`src/rtl/axis_fifo_pkg.sv`:
```
// Shared types and helpers for the AXI4-Stream FIFO write-side ingress stage.
package axis_fifo_pkg;

  localparam int FIFO_WIDTH_DEF = 32;
  localparam int TLAST_BIT      = FIFO_WIDTH_DEF;

  typedef enum logic [1:0] {EMPTY, ONE, TWO} buf_state_t;

  function automatic logic [FIFO_WIDTH_DEF:0] pack_word(
    input logic [FIFO_WIDTH_DEF-1:0] tdata,
    input logic                      tlast
  );
    logic [FIFO_WIDTH_DEF:0] w;
    w                       = '0;
    w[TLAST_BIT]            = tlast;
    w[FIFO_WIDTH_DEF-1:0]   = tdata;
    return w;
  endfunction

endpackage

```
`src/rtl/axis_skid_buf.sv`:
```
// Two-entry skid buffer with registered ready; the head drains into the FIFO
// write port whenever the write-pointer logic is not full.
module axis_skid_buf
  import axis_fifo_pkg::*;
#(
  parameter int W = 33
) (
  input  logic         clk_i,
  input  logic         rst_i,
  input  logic [W-1:0] in_data_i,
  input  logic         in_valid_i,
  output logic         in_ready_o,
  input  logic         full_i,
  output logic         wr_en_o,
  output logic [W-1:0] out_data_o
);

  buf_state_t   state_q, state_d;
  logic [W-1:0] head_q, head_d;
  logic [W-1:0] tail_q, tail_d;
  logic         rdy_q, rdy_d;
  logic         accept, pop;

  assign accept = in_valid_i & rdy_q;
  assign pop    = (state_q != EMPTY) & ~full_i;

  always_comb begin
    state_d = state_q;
    head_d  = head_q;
    tail_d  = tail_q;
    unique case (state_q)
      EMPTY: if (accept) begin
        head_d  = in_data_i;
        state_d = ONE;
      end
      ONE: begin
        if (accept && pop) begin
          head_d = in_data_i;
        end else if (accept) begin
          tail_d  = in_data_i;
          state_d = TWO;
        end else if (pop) begin
          state_d = EMPTY;
        end
      end
      // ready is low while in TWO, so only a pop can happen here
      TWO: if (pop) begin
        head_d  = tail_q;
        state_d = ONE;
      end
      default: state_d = EMPTY;
    endcase
    rdy_d = (state_d != TWO);
  end

  always_ff @(posedge clk_i) begin
    if (rst_i) begin
      state_q <= EMPTY;
      head_q  <= '0;
      tail_q  <= '0;
      rdy_q   <= 1'b0;
    end else begin
      state_q <= state_d;
      head_q  <= head_d;
      tail_q  <= tail_d;
      rdy_q   <= rdy_d;
    end
  end

  assign in_ready_o = rdy_q;
  assign wr_en_o    = pop;
  assign out_data_o = (state_q == EMPTY) ? '0 : head_q;

endmodule

```
`src/rtl/axis_fifo_wr_if.sv`:
```
// AXI4-Stream slave ingress to the FIFO write side: packs tlast above tdata,
// tracks packet framing, and with AXIS_WR_STATS_EN defined adds beat/packet counters.
module axis_fifo_wr_if
  import axis_fifo_pkg::*;
#(
  parameter int FIFO_WIDTH = 32,
  parameter int CNT_WIDTH  = 16
) (
  input  logic                  w_clk,
  input  logic                  rst,
  input  logic [FIFO_WIDTH-1:0] s_axis_tdata,
  input  logic                  s_axis_tvalid,
  input  logic                  s_axis_tlast,
  output logic                  s_axis_tready,
  input  logic                  full,
  output logic                  wr_en,
  output logic [FIFO_WIDTH:0]   w_data,
  output logic                  pkt_open
`ifdef AXIS_WR_STATS_EN
  ,
  output logic [CNT_WIDTH-1:0]  beat_cnt,
  output logic [CNT_WIDTH-1:0]  pkt_cnt
`endif
);

  logic [FIFO_WIDTH:0] in_word;
  logic                accept;
  logic                pkt_open_q;

  generate
    if (FIFO_WIDTH == FIFO_WIDTH_DEF) begin : g_pack_fn
      assign in_word = pack_word(s_axis_tdata, s_axis_tlast);
    end else begin : g_pack_cat
      assign in_word = {s_axis_tlast, s_axis_tdata};
    end
  endgenerate

  axis_skid_buf #(.W(FIFO_WIDTH + 1)) u_skid (
    .clk_i      (w_clk),
    .rst_i      (rst),
    .in_data_i  (in_word),
    .in_valid_i (s_axis_tvalid),
    .in_ready_o (s_axis_tready),
    .full_i     (full),
    .wr_en_o    (wr_en),
    .out_data_o (w_data)
  );

  assign accept = s_axis_tvalid & s_axis_tready;

  always_ff @(posedge w_clk) begin
    if (rst)         pkt_open_q <= 1'b0;
    else if (accept) pkt_open_q <= ~s_axis_tlast;
  end

  assign pkt_open = pkt_open_q;

`ifdef AXIS_WR_STATS_EN
  logic [CNT_WIDTH-1:0] beat_cnt_q, pkt_cnt_q;

  always_ff @(posedge w_clk) begin
    if (rst) begin
      beat_cnt_q <= '0;
      pkt_cnt_q  <= '0;
    end else if (accept) begin
      beat_cnt_q <= beat_cnt_q + 1'b1;
      if (s_axis_tlast) pkt_cnt_q <= pkt_cnt_q + 1'b1;
    end
  end

  assign beat_cnt = beat_cnt_q;
  assign pkt_cnt  = pkt_cnt_q;
`endif

endmodule

```
`config.mk`:
```
export PLATFORM = sky130hd
export DESIGN_NAME = axis_fifo_wr_if
export DESIGN_NICKNAME = d
export VERILOG_FILES = /design/src/rtl/axis_fifo_pkg.sv /design/src/rtl/axis_skid_buf.sv /design/src/rtl/axis_fifo_wr_if.sv
export SDC_FILE = /design/constraint.sdc
export NUM_CORES = 1
export LEC_CHECK = 0
export ABC_AREA = 1
export BUFFER_PORTS_ARGS = -buffer_cell sky130_fd_sc_hd__buf_2
export CORE_MARGIN = 2
export CORE_UTILIZATION = 58
export CTS_CLUSTER_DIAMETER = 80
export DETAILED_ROUTE_END_ITERATION = 6
export GPL_TIMING_DRIVEN = 0
export PLACE_DENSITY = 0.9
export REMOVE_ABC_BUFFERS = 1
export SETUP_SLACK_MARGIN = 0.15
export SYNTH_ARGS = -nofsm -noshare
export SYNTH_HDL_FRONTEND = slang
export SYNTH_SLANG_ARGS = --single-unit
```
`constraint.sdc`:
```
create_clock -name w_clk -period 3.1 [get_ports w_clk]
set_input_delay 0.31 -clock w_clk [delete_from_list [all_inputs] [get_ports w_clk]]
set_output_delay 0.31 -clock w_clk [all_outputs]
set_load 0.1 [all_outputs]
```
== Word-level counts from Yosys, hierarchy flattened ==
Index checks and enable logic that the tools add are counted.

* Flip-flop bits (word level): 70
* Input port bits: 37
* Output and inout bits: 36
* Word-level logic and storage cells: 33

* Eq/ne operators: 6
* Mux-type cells: 11
* Bitwise logic cells: 5
* Reduce and logical (&&, ||, !) cells: 6

{| class="wikitable"
|+ Operator list
! kind !! count
|-
| two-way mux 33 bit || 4
|-
| case mux 33 bit (3 select lines) || 1
|-
| two-way mux 2 bit || 5
|-
| != test 2 x 1 -> 1 bit (second input constant) || 3
|-
| case mux 2 bit (3 select lines) || 1
|-
| AND reduction 4 bit || 1
|-
| inverter 1 bit || 3
|-
| AND reduction 3 bit || 1
|-
| nonzero test 3 bit || 1
|-
| bitwise AND 1 bit || 2
|-
| equality test 2 x 1 -> 1 bit (second input constant) || 1
|-
| equality test 2 bit (second input constant) || 1
|-
| zero test 2 bit || 1
|-
| != test 2 bit (second input constant) || 1
|-
| nonzero test 2 bit || 1
|-
| logical AND 1 bit || 1
|}

== Logic depth before layout (Yosys ltp) ==
* Word-level depth: 7
* Depth in mapped cells: 9
* Depth with buffers taken out: 7

== By module ==
Synthesis repeated with hierarchy kept, for this count alone.

* Cells, all modules: 536
* Area total of the unflattened synthesis: 3309.4 µm²

{| class="wikitable"
|+ Modules (own cells, without submodules)
! module !! times used !! cells an instance !! area an instance (µm²) !! seq. area each (µm²)
|-
| axis_skid_buf || 1 || 530 || 3268.1 || 1381.3
|-
| axis_fifo_wr_if || 1 || 6 || 41.3 || 20.0
|}

== Worst setup path after synthesis ==
Ideal clock, no wire load.

* Path type: reg2out
* From: reg u_skid.state_q[0]
* To: out w_data[0]
* Arrival: 2.004 ns
* Data required time: 2.790 ns
* Slack: 0.786 ns
* Cell stages (with the launch flop): 5
* Buffers on the path: 2
* Path through: dfxtp_1 -> buf_2 -> nor2_1 -> clkbuf_1 -> nor2_1

* Longest elaborated chain between the ends: 2

{| class="wikitable"
|+ Ends and longest elaborated chain
! item !! line !! RTL
|-
| start: declaration || axis_skid_buf.sv:18 || <nowiki>buf_state_t state_q, state_d;</nowiki>
|-
| start signal: assignment || axis_skid_buf.sv:63 || <nowiki>state_q <= state_d;</nowiki>
|-
| zero test 2 bit || axis_skid_buf.sv:72 || <nowiki>assign out_data_o = (state_q == EMPTY) ? '0 : head_q;</nowiki>
|-
| two-way mux 33 bit || axis_skid_buf.sv:72 ||
|-
| end: declaration || axis_fifo_wr_if.sv:17 || <nowiki>output logic [FIFO_WIDTH:0] w_data,</nowiki>
|}

Every way passes these cells.

== Worst setup path in the final report ==
* From: reg u_skid.state_q[0]
* To: reg u_skid.tail_q[12]

* Longest elaborated chain between the ends: 5
* Elaborated cells between the ends (all ways): 6
* Those cells by class: eq/ne: 1; bitwise: 2; reduce/logical: 3

{| class="wikitable"
|+ Ends and longest elaborated chain
! item !! line !! RTL
|-
| nonzero test 2 bit || axis_skid_buf.sv:25 || <nowiki>assign pop = (state_q != EMPTY) & ~full_i;</nowiki>
|-
| bitwise AND 1 bit || axis_skid_buf.sv:25 ||
|-
| logical AND 1 bit || axis_skid_buf.sv:37 || <nowiki>if (accept && pop) begin</nowiki>
|-
| inverter 1 bit (no line) || - ||
|-
| AND reduction 3 bit (no line) * || - ||
|-
| end signal: assignment || axis_skid_buf.sv:65 || <nowiki>tail_q <= tail_d;</nowiki>
|-
| end: declaration || axis_skid_buf.sv:20 || <nowiki>logic [W-1:0] tail_q, tail_d;</nowiki>
|}

Every way passes the cells marked *; elsewhere a longest branch is shown, timed or not.
A chain may end at the register's enable or synchronous reset.

==> out/qor.csv <==
metric,value,unit
status,completed,
Vias/cell,4.88,
H-tree depth,3,
Die Ht,78.3,µm
clk_skew,0.00615,ns
DP Wirelength,4.49,mm
post_cts resized,0,
Remaining DRCs,0,
Setup-failing EPs final,0,
vias in the first global route,2944,
area occupied by multi-input gates,1500,µm²
post-route setup TNS,0,ns
initial DRC count,162,
TritonCTS buffer count,9,
postcts setup bufs,0,
worst-path maximum fanout,34,
Routed Antenna Nets,0,
CTS tree,built,
Layout Area Growth over Synthesis,16.8,%
Initial DRT Pass Iterations,4,
gr ovfl total,0,
register area,1400,µm²
Wirelength per Cell,11.0,µm
"Cell Area, Synth",3200,µm²
layout cells sized above 1,16.4,%
nets@finish,613,
"Seq/Total Area, Yosys",43.8,%
cell count after synthesis,519,
clk_lat worst skew,0.33,ns
Fill cells,487,
worst setup margin,0.577,ns
Std-Cell Core Area,5410,µm²
mean post-synth cell area,6.16,µm²
Sink Count,70,
overall routing resource usage,24.3,%
largest net degree at the start of global routing,44,
RSZ-0062 raised after global routing,no,
Hold Path Depth,2,
via count,3187,
Area contributors post-synth,"dfxtp_1, nand2_1, nor2_1, o21ai_0, inv_1",
IO Pins,73,
final worst-path cycle share,81.4,%
Worst R2R Path Depth,5,
Worst setup EP type,flop,
post-synth top area share,43.8,%
count of cell types in the netlist,17,
Initial Utilization,59.2,%
Slew @ Worst Pin,1.20,ns
Leak Pwr,0.00208,µW
Seq cells post-synth,70,
fin. max-slew vios,0,
Ys Warns,0,
met1 usage,28.9,%
post-layout min period,2.52,ns
CTS root buf,clkbuf_8,
cts hold-fix bufs,0,
met2 usage,42.9,%
GRT Max-Usage Layer,met2,
HP Class,primary input to flop,
"commonest non-fill, non-tap cell in the layout",nand2_1,
global-route wire length before repair,12.1,mm
Setup CP Type,flop to flop,
most frequent cells in the layout,"nand2_1, nor2_1, buf_2",
Longest Clk Path Bufs,2,
Port Buf Inserts,72,
DIE AREA,6120,µm²
normalized max-slew margin,20.2,%
Max Cap Viol,0,
drt total wl,7.19,mm
die width,78.3,µm
GPL Wtd Cong,0.747,
n_diodes,0,
"Data required, critical path",3.32,ns
initial antenna violation count,0,
PD cells,529,nW/µm²
global-route met3 utilization,4.02,%
"area leader, netlist",dfxtp_1,
CP startpoint kind,flop,
FP Rows,27,
WP data arrival,2.74,ns
final hold vios,0,
Worst-path clk slew,0.07,ns
Peak VDD IR,0.000393,V
dpl ws,0.642,ns
Fmax,396,MHz
==> path summary, 6_finish.rpt <==
| kind | startpoint | to | slack (ns) |
|---|---|---|---|
| max | u_skid.state_q[0]$_SDFF_PP0_ | u_skid.tail_q[12]$_SDFFE_PP0P_ | 0.58 |
| min | rst | u_skid.state_q[0]$_SDFF_PP0_ | 0.18 |
| max reg2reg | u_skid.state_q[0]$_SDFF_PP0_ | u_skid.tail_q[12]$_SDFFE_PP0P_ | 0.58 |
| min reg2reg | u_skid.tail_q[28]$_SDFFE_PP0P_ | u_skid.tail_q[28]$_SDFFE_PP0P_ | 0.51 |
==> power breakdown <==
group	total, µW	internal [µW]	switching [µW]
clock network	620	313	306
logic	388	103	285
registers	969	951	17.8
==> final cells by class <==
class,count,share of cell area (%)
Clock inverter,1,0.134
Multi-Input combinational cell,381,40.1
Sequential cell,70,37.5
Inverter,38,3.82
Tap cell,72,2.41
Clock buffer,15,4.19
Timing Repair Buffer,76,11.9
==> cell usage after synthesis <==
library cell and n:
buf_2 13, and2_1 1, o21ai_1 4, buf_6 4, a21oi_1 3, inv_1 36
nand2_2 1, nand4_1 1, inv_2 2, nand3_1 1, o21ai_0 31, nand2_1 169
nor2_1 168, dfxtp_1 70, clkbuf_2 3, nor2_2 2, clkbuf_1 10
==> flip-flops by register name, summed over array words and instances (netlist names) <==
register,flops
pkt_open,1
u_skid.state_q,2
u_skid.head_q,33
u_skid.tail_q,33
u_skid.in_ready_o,1
==> critical path: stages, from the launching register on <==
cell     delay, ns
dfxtp_1       0.47
nand2_1       0.13
nor2_2        0.93
inv_2         0.56
nor2_1        0.24
nor2_1        0.07
==> logic make-up after synthesis <==
logic type / after synthesis / synth area share [%]
buffers and inverters: 68 / 9.55
AND/OR/NAND/NOR: 343 / 40.7
AO/OA/AOI/OAI: 38 / 5.95
flip-flops: 70 / 43.8
==> through the flow <==
stage	total power [µW]	std cells	utilization [%]	instance area, µm²	hold WS, ns
after floorplan	1270	489	-	3040	0.379
after global placement	1350	633	64.5	3490	0.480
after detailed placement	1370	636	65.8	3560	0.498
after CTS	1990	652	68.8	3720	0.169
after global routing	2070	653	69.1	3730	0.181
final	1980	653	69.1	3730	0.182
==> per-layer routing <==
layer / part of all wire [%] / routed length (µm) / up-vias
met1: 43 / 3100 / 1429
met2: 50 / 3600 / 95
li1: - / - / 1655
met3: 5.8 / 414 / 8
met4: 0.96 / 69 / 0
met5: 0 / 0 / -
(Power assumes the default switching activity.)
